===== config.mk =====
export PLATFORM = sky130hd
export DESIGN_NAME = d_sram_like_wbuf_bridge
export DESIGN_NICKNAME = d
export VERILOG_FILES = /design/src/rtl/d_sram_like_wbuf_bridge_pkg.sv /design/src/rtl/d_sram_like_wbuf_bridge_wbuf_fifo.sv /design/src/rtl/d_sram_like_wbuf_bridge.sv
export SDC_FILE = /design/constraint.sdc
export NUM_CORES = 1
export LEC_CHECK = 0
export ABC_AREA = 1
export CAP_MARGIN = 40
export CORE_ASPECT_RATIO = 1.5
export CORE_UTILIZATION = 50
export DETAILED_ROUTE_END_ITERATION = 8
export PLACE_DENSITY = 0.75
export SLEW_MARGIN = 20
export SYNTH_ARGS = -nofsm -noshare
export SYNTH_HDL_FRONTEND = slang
export SYNTH_SLANG_ARGS = --single-unit

===== constraint.sdc =====
create_clock -name clk -period 3.8 [get_ports clk]
set_input_delay 0.95 -clock clk [delete_from_list [all_inputs] [get_ports clk]]
set_output_delay 0.95 -clock clk [all_outputs]
set_load 0.005 [all_outputs]

===== src/rtl/d_sram_like_wbuf_bridge_pkg.sv =====
`default_nettype none
// ---------------------------------------------------------------------------
// d_sram_like_wbuf_bridge_pkg : bus size codes, bus FSM states, write-entry payload
// Rev 1.0
// ---------------------------------------------------------------------------
package d_sram_like_wbuf_bridge_pkg;

  localparam logic [1:0] SZ_BYTE = 2'd0;
  localparam logic [1:0] SZ_HALF = 2'd1;
  localparam logic [1:0] SZ_WORD = 2'd2;

  typedef enum logic [2:0] {
    S_IDLE    = 3'd0,
    S_WR_ADDR = 3'd1,
    S_WR_DATA = 3'd2,
    S_RD_ADDR = 3'd3,
    S_RD_DATA = 3'd4
  } bus_state_t;

  // A buffered write is {addr, wpayload_t}; the address width is a bridge parameter.
  typedef struct packed {
    logic [31:0] wdata;
    logic [1:0]  size;
  } wpayload_t;

  function automatic logic [1:0] wen_to_size(input logic [3:0] wen);
    case (wen)
      4'b0001, 4'b0010, 4'b0100, 4'b1000: wen_to_size = SZ_BYTE;
      4'b0011, 4'b1100:                   wen_to_size = SZ_HALF;
      default:                            wen_to_size = SZ_WORD;
    endcase
  endfunction

endpackage
`default_nettype wire


===== src/rtl/d_sram_like_wbuf_bridge_wbuf_fifo.sv =====
`default_nettype none
// ---------------------------------------------------------------------------
// wbuf_fifo : synchronous FIFO with registered occupancy, head visible on dout
// Rev 1.0
// ---------------------------------------------------------------------------
module wbuf_fifo #(
  parameter int DEPTH = 4,
  parameter int WIDTH = 66
) (
  input  logic                     clk,
  input  logic                     rst,
  input  logic                     push,
  input  logic                     pop,
  input  logic [WIDTH-1:0]         din,
  output logic [WIDTH-1:0]         dout,
  output logic                     full,
  output logic                     empty,
  output logic [$clog2(DEPTH):0]   count
);

  localparam int              PTR_W  = $clog2(DEPTH);
  localparam logic [PTR_W:0]  C_FULL = DEPTH[PTR_W:0];

  logic [WIDTH-1:0] mem [DEPTH];
  logic [PTR_W-1:0] wr_ptr;
  logic [PTR_W-1:0] rd_ptr;

  always_ff @(posedge clk) begin
    if (push) mem[wr_ptr] <= din;
  end

  // Pointers wrap naturally because DEPTH is a power of two.
  always_ff @(posedge clk or posedge rst) begin
    if (rst) begin
      wr_ptr <= '0;
      rd_ptr <= '0;
      count  <= '0;
    end else begin
      if (push) wr_ptr <= wr_ptr + PTR_W'(1);
      if (pop)  rd_ptr <= rd_ptr + PTR_W'(1);
      case ({push, pop})
        2'b10:   count <= count + (PTR_W+1)'(1);
        2'b01:   count <= count - (PTR_W+1)'(1);
        default: count <= count;
      endcase
    end
  end

  assign dout  = mem[rd_ptr];
  assign full  = (count == C_FULL);
  assign empty = (count == '0);

endmodule
`default_nettype wire


===== src/rtl/d_sram_like_wbuf_bridge.sv =====
`default_nettype none
// ---------------------------------------------------------------------------
// d_sram_like_wbuf_bridge : CPU SRAM data port to SRAM-like master with posted writes
// Rev 1.0
// ---------------------------------------------------------------------------
module d_sram_like_wbuf_bridge
  import d_sram_like_wbuf_bridge_pkg::*;
#(
  parameter int WBUF_DEPTH = 4,
  parameter int ADDR_W     = 32
) (
  input  logic              clk,
  input  logic              rst,
  input  logic              longest_stall,
  output logic              data_stall,
  output logic              wbuf_empty,
  input  logic              data_sram_en,
  input  logic [3:0]        data_sram_wen,
  input  logic [ADDR_W-1:0] data_sram_addr,
  input  logic [31:0]       data_sram_wdata,
  output logic [31:0]       data_sram_rdata,
  output logic              data_req,
  output logic              data_wr,
  output logic [1:0]        data_size,
  output logic [ADDR_W-1:0] data_addr,
  output logic [31:0]       data_wdata,
  input  logic              data_addr_ok,
  input  logic              data_data_ok,
  input  logic [31:0]       data_rdata
);

  localparam int ENTRY_W = ADDR_W + $bits(wpayload_t);

  bus_state_t                  state;
  logic                        done;
  logic                        is_store, is_load, load_pend;
  logic                        push, pop, rd_done;
  logic                        full, empty;
  logic [$clog2(WBUF_DEPTH):0] count;
  logic [ENTRY_W-1:0]          din, head;
  logic [ADDR_W-1:0]           head_addr;
  wpayload_t                   head_pl;

  assign is_store  = data_sram_en & (|data_sram_wen);
  assign is_load   = data_sram_en & ~(|data_sram_wen);
  assign load_pend = is_load & ~done;
  assign push      = is_store & ~done & ~full;
  assign data_stall = (is_store & ~done & full) | load_pend;

  assign pop     = ((state == S_WR_ADDR) & data_addr_ok & data_data_ok) |
                   ((state == S_WR_DATA) & data_data_ok);
  assign rd_done = ((state == S_RD_ADDR) & data_addr_ok & data_data_ok) |
                   ((state == S_RD_DATA) & data_data_ok);

  assign din = {data_sram_addr, data_sram_wdata, wen_to_size(data_sram_wen)};
  assign {head_addr, head_pl} = head;

  assign wbuf_empty = (count == '0) & (state == S_IDLE);

  wbuf_fifo #(
    .DEPTH (WBUF_DEPTH),
    .WIDTH (ENTRY_W)
  ) u_wbuf (
    .clk   (clk),
    .rst   (rst),
    .push  (push),
    .pop   (pop),
    .din   (din),
    .dout  (head),
    .full  (full),
    .empty (empty),
    .count (count)
  );

  always_ff @(posedge clk or posedge rst) begin
    if (rst) begin
      state           <= S_IDLE;
      done            <= 1'b0;
      data_req        <= 1'b0;
      data_wr         <= 1'b0;
      data_size       <= SZ_BYTE;
      data_addr       <= '0;
      data_wdata      <= '0;
      data_sram_rdata <= '0;
    end else begin
      // done marks the held MEM instruction as serviced so it is not repeated.
      if ((push & longest_stall) | rd_done) done <= 1'b1;
      else if (!longest_stall)              done <= 1'b0;

      if (rd_done) data_sram_rdata <= data_rdata;

      case (state)
        S_IDLE: begin
          if (!empty) begin
            state      <= S_WR_ADDR;
            data_req   <= 1'b1;
            data_wr    <= 1'b1;
            data_addr  <= head_addr;
            data_wdata <= head_pl.wdata;
            data_size  <= head_pl.size;
          end else if (load_pend & ~push) begin
            state      <= S_RD_ADDR;
            data_req   <= 1'b1;
            data_wr    <= 1'b0;
            data_addr  <= data_sram_addr;
            data_wdata <= data_sram_wdata;
            data_size  <= wen_to_size(data_sram_wen);
          end
        end
        S_WR_ADDR: if (data_addr_ok) begin
          data_req <= 1'b0;
          state    <= data_data_ok ? S_IDLE : S_WR_DATA;
        end
        S_WR_DATA: if (data_data_ok) state <= S_IDLE;
        S_RD_ADDR: if (data_addr_ok) begin
          data_req <= 1'b0;
          state    <= data_data_ok ? S_IDLE : S_RD_DATA;
        end
        S_RD_DATA: if (data_data_ok) state <= S_IDLE;
        default:   state <= S_IDLE;
      endcase
    end
  end

endmodule
`default_nettype wire


Word-level counts from Yosys, hierarchy flattened:

Memories as Yosys holds them, arrays and structs flattened.
Cells that the tools add are included.

* flip-flop bits (word level): 111
* RAM bits: 264
* input port bits: 106
* output and inout bits: 102
* word-level logic and storage cells: 97
* memories: 1

* $add $sub $neg: 4
* eq/ne operators: 20
* multiplexer cells: 26
* bitwise logic cells: 23
* reductions and logical operators: 12

Memories
* u_wbuf.mem: words 4, width 66, read ports 1, clocked after memory_dff 0, write ports 1, line d_sram_like_wbuf_bridge_wbuf_fifo.sv:24 `logic [WIDTH-1:0] mem [DEPTH];`

Operator list (number)
* 32-bit two-way mux: 4
* 3-bit two-way mux: 6
* 1-bit bitwise AND: 15
* 3-bit case mux with 4 select lines: 1
* 1-bit two-way mux: 9
* 4-bit by 2-bit equality test with 1-bit output (second input constant): 2
* 4-bit equality test (second input constant): 2
* 2-bit by 1-bit != test with 1-bit output (second input constant): 4
* 4-bit OR reduction: 2
* 3-bit by 2-bit equality test with 1-bit output (second input constant): 2
* 3-bit equality test (second input constant): 2
* 3-bit zero test: 2
* 2-bit two-way mux: 3
* 3-bit case mux with 2 select lines: 1
* 2-bit OR reduction: 3
* 2-bit by 1-bit adder with 2-bit output (second input constant): 2
* 4-bit by 1-bit equality test with 1-bit output (second input constant): 1
* 4-bit by 3-bit equality test with 1-bit output (second input constant): 1
* 2-bit != test (second input constant): 2
* 1-bit NOT: 4
* 1-bit bitwise OR: 4
* 2-bit case mux with 2 select lines: 1
* 4-bit AND reduction: 1
* 2-bit nonzero test: 2
* 9 further kinds: 9

Depth between registers and ports, before layout:

* depth in word-level cells: 9
* depth in mapped cells: 12
* gate-level depth less buffers: 12

Cells and area by module:

From an unflattened synthesis, not the netlist that was laid out.

* cell total of the unflattened synthesis: 1522
* area, all modules: 16229.3 sq um

By module, submodules not included
* wbuf_fifo: times used 1, cells each 820, area an instance 11244.5 sq um, seq. area each 8102.8 sq um
* d_sram_like_wbuf_bridge: times used 1, cells each 702, area an instance 4984.8 sq um, seq. area each 2602.5 sq um

Worst setup path before layout:

No wires, ideal clock.

* path type: input port to flip-flop
* start: input port data_sram_en
* end: memory u_wbuf.mem[0][0] (enable)
* setup time: 0.491 ns
* data arrival time: 4.177 ns
* required time: 3.309 ns
* path slack: -0.867 ns
* cell stages on the path: 4
* path buffers: 0
* path through: inv_1 -> nor2_1 -> nand3_1 -> nor2_1

* word-level cells in the longest chain between the ends: 5

RTL lines
* start, declared: line d_sram_like_wbuf_bridge.sv:17 `input logic data_sram_en,`
* 1-bit bitwise AND: line d_sram_like_wbuf_bridge.sv:44 `assign is_store = data_sram_en & (|data_sram_wen);`
* 1-bit bitwise AND (2 in a row): line d_sram_like_wbuf_bridge.sv:47 `assign push = is_store & ~done & ~full;`
* 1-bit two-way mux: line d_sram_like_wbuf_bridge_wbuf_fifo.sv:29 `if (push) mem[wr_ptr] <= din;`
* 1-bit two-way mux (implied by the code): line d_sram_like_wbuf_bridge_wbuf_fifo.sv:29
* end, declared: line d_sram_like_wbuf_bridge_wbuf_fifo.sv:24

Every way passes these cells.

Worst setup path in the final report:

* start: input port data_sram_wen[1]
* end: output port data_stall

* word-level cells in the longest chain between the ends: 5
* elaborated cells between the ends (all ways): 8
* those cells by class: 7 x bitwise; 1 x reduce/logical

RTL lines
* start, declared: line d_sram_like_wbuf_bridge.sv:18 `input logic [3:0] data_sram_wen,`
* 4-bit OR reduction *: line d_sram_like_wbuf_bridge.sv:44, d_sram_like_wbuf_bridge.sv:45
* 1-bit bitwise AND / 1-bit NOT (equally long branches): line d_sram_like_wbuf_bridge.sv:44, d_sram_like_wbuf_bridge.sv:45
* 1-bit bitwise AND (on tied branches): line d_sram_like_wbuf_bridge.sv:48, d_sram_like_wbuf_bridge.sv:45
* 1-bit bitwise AND (on tied branches): line d_sram_like_wbuf_bridge.sv:48, d_sram_like_wbuf_bridge.sv:46
* 1-bit bitwise OR *: line d_sram_like_wbuf_bridge.sv:48 `assign data_stall = (is_store & ~done & full) | load_pend;`
* end, declared: line d_sram_like_wbuf_bridge.sv:15 `output logic data_stall,`

Mark *: on every way between the ends. The rest lies on a longest branch, timed or not.

==> results.ini <==
[status]
outcome = complete, no violations

[synth]
ys_seq_elements = 375
ys_seq_area_share_pct = 69.8
synth_area_um2 = 15300
synthTopCellsByArea = edfxtp_1, dfrtp_1, nand2_1
synth.distinct_cells = 26
syn_nets = 1558
synth_cells = 1446
synth_top_cell_area_share_pct = 51.7
synth_warnings = 0
syn_area_per_cell_um2 = 10.6
synth_top_area_cell = edfxtp_1

[global_routing]
grt_max_degree = 79
grt_pass1_vias = 11028
grt_pass1_wl_um = 55900
grtUsageTotal_pct = 22.8
antenna_found_initial = 3
grt_remaining_overflow = 0

[power_and_ir_drop]
p_comb_share_pct = 38.3
vdd_ir_drop_max_v = 0.000545
power_frac_seq_pct = 38.5
cellPowerDensity_nw_per_um2 = 816
power.total_mw = 15.6
netSwitchingFraction_pct = 35.9
p_int_mw = 9.98
power.leakage_nw = 7.85
p_switching_mw = 5.58
p_clk_share_pct = 23.2

[hold_path]
hp-class = register to register

[sta]
post-route-min-period_ns = 3.47
fin_ws_ns = 0.328
finClkSkew_ns = 0.0186
setup_violations = 0
hold_violations = 0
rsz0062_at_grt = no
final.period_utilization_pct = 91.4
slew_headroom_pct = 48.7
slew_violations = 0
tightest_slew_ns = 0.769
clock.fmax_mhz = 288

[setup_path]
cp.arrival_ns = 2.52
start_kind = primary input
reg2reg_from = u_wbuf.rd_ptr[0]
reg2reg_depth = 8
cp-end-kind = output pin
worstPathMaxFanout = 4
path_class = primary input to output pin
cp-startpoint = data_sram_wen[1]
rrSetupSlack_ns = 1.39
crit_required_ns = 2.85
rr_endpoint = data_addr[9]
endpoint = data_stall

[placement]
pre_cts_ws_ns = 0.326
port-buffer-count = 207
post-dp-hpwl_um = 20500
gp_congestion = 0.733
place_area_um2 = 17800

[job]
cap_violations = 0

[clock_tree]
clk_latency_ns = 0.53
cts_buffer_depth = 3
cts_resized = 0
cts_buffers = 35
cts_setup_buffers = 0
cts.clk_slew.worst_paths_ns = 0.06
numClockSinks = 375
cts_hold_buf = 0
cts_root_buf = clkbuf_16
h-tree-depth = 2
cts_tree = yes

[die]
ios = 208
rows = 78
dieArea_um2 = 31400
die_x_um = 145
die_h_um = 216
core_um2 = 30300
start_util_pct = 50.7

[route]
vias = 10870
drt-total-wl_um = 35100
antenna_left = 0
drcViolationCount = 0
drt_first_pass_iters = 5
wl_per_cell_um = 17.1
viasPerCell = 5.28
drt-initial-drc-count = 700

[finish]
area_growth_pct = 24.3
mostFrequentLayoutCells = nand2_1, nand3_1, edfxtp_1
layout_commonest_cell = nand2_1
nNetsFinal = 1744
drive_above_1_share_pct = 6.27
stdcell_area_um2 = 19100
fillers = 2346

-- synthesized netlist by cell type, drive strengths merged --
library cell / instances
a21boi: 1
a21oi: 3
buf: 59
clkbuf: 30
dfrtp: 111
edfxtp: 264
fa: 1
ha: 5
inv: 23
nand2: 612
nand3: 300
nand4: 2
nor2: 18
nor3: 1
o21ai: 9
or2: 1
xnor2: 3
xor2: 3
-- kinds of logic after synthesis --
| kind of cell | Yosys count | share of synthesized area, % |
|---|---|---|
| flip-flops | 375 | 69.8 |
| adder cells (fa/ha/maj) | 6 | 0.539 |
| AO/OA/AOI/OAI | 13 | 0.465 |
| buffers and inverters | 112 | 3.39 |
| XOR/XNOR | 6 | 0.343 |
| AND/OR/NAND/NOR | 934 | 25.5 |
-- metal layers --
| layer | vias to the layer above | GRT usage, % | part of all wire [%] |
|---|---|---|---|
| met2 | 361 | 41.8 | 52 |
| li1 | 5246 | - | - |
| met5 | - | 0 | 0.088 |
| met3 | 85 | 4.17 | 5.7 |
| met4 | 4 | 11.0 | 3.7 |
| met1 | 5174 | 25.4 | 38 |
-- layout make-up --
| type | count | area, um^2 | share of cell area [%] |
|---|---|---|---|
| clock inverter | 18 | 223 | 1.17 |
| inverter | 23 | 92.6 | 0.486 |
| timing repair buffer | 238 | 2400 | 12.6 |
| multi-input combinational | 959 | 4160 | 21.8 |
| tap | 400 | 500 | 2.63 |
| clock buffer | 45 | 966 | 5.07 |
| antenna | 1 | 2.50 | 0.0131 |
| sequential | 375 | 10700 | 56.2 |
-- flip-flops by register name, summed over array words and instances (netlist names) --
name and count:
u_wbuf.wr_ptr 2, data_wr 1, u_wbuf.count 3, u_wbuf.rd_ptr 2
data_sram_rdata 32, data_addr 32, state 3, data_size 2
u_wbuf.mem 264, done 1, data_wdata 32, data_req 1
-- worst min-delay path by stage --
| stage | end | depth (start not counted) | from |
|---|---|---|---|
| 2_1_floorplan | data_req | 2 | data_req |
| 3_3_place_gp | data_wdata[16] | 2 | data_wdata[16] |
| 3_5_place_dp | data_sram_rdata[29] | 2 | data_sram_rdata[29] |
| 4_1_cts | data_sram_rdata[18] | 2 | data_sram_rdata[18] |
| 5_1_grt | data_sram_rdata[27] | 2 | data_sram_rdata[27] |
| 6_report | data_wdata[12] | 2 | data_wdata[12] |
-- stage by stage --
step | hold WS (ns) | instances | util (%) | setup TNS [ns]
5_1_grt | 0.491 | 2059 | 63.0 | 0
3_5_place_dp | 0.458 | 1994 | 59.0 | 0
2_1_floorplan | 0.464 | 1446 | - | -228.98
4_1_cts | 0.473 | 2057 | 62.9 | 0
6_report | 0.467 | 2059 | 63.0 | 0
3_3_place_gp | 0.452 | 1990 | 58.6 | 0
-- power groups by stage --
stage,registers [mW],logic [mW],clock network (mW)
floorplan,6.00,3.58,0
global placement,6.04,5.75,0
detailed placement,6.06,5.98,0
CTS,5.99,6.01,3.67
global route,6.10,6.66,3.82
finish,5.99,5.95,3.61
-- worst max-delay path, cell delays in order --
cell and delay (ns):
clkdlybuf4s50_1 0.43, nor2_2 0.24, nand2_1 0.10, a21boi_0 0.21, clkdlybuf4s50_1 0.58
(Power assumes the default switching activity.)
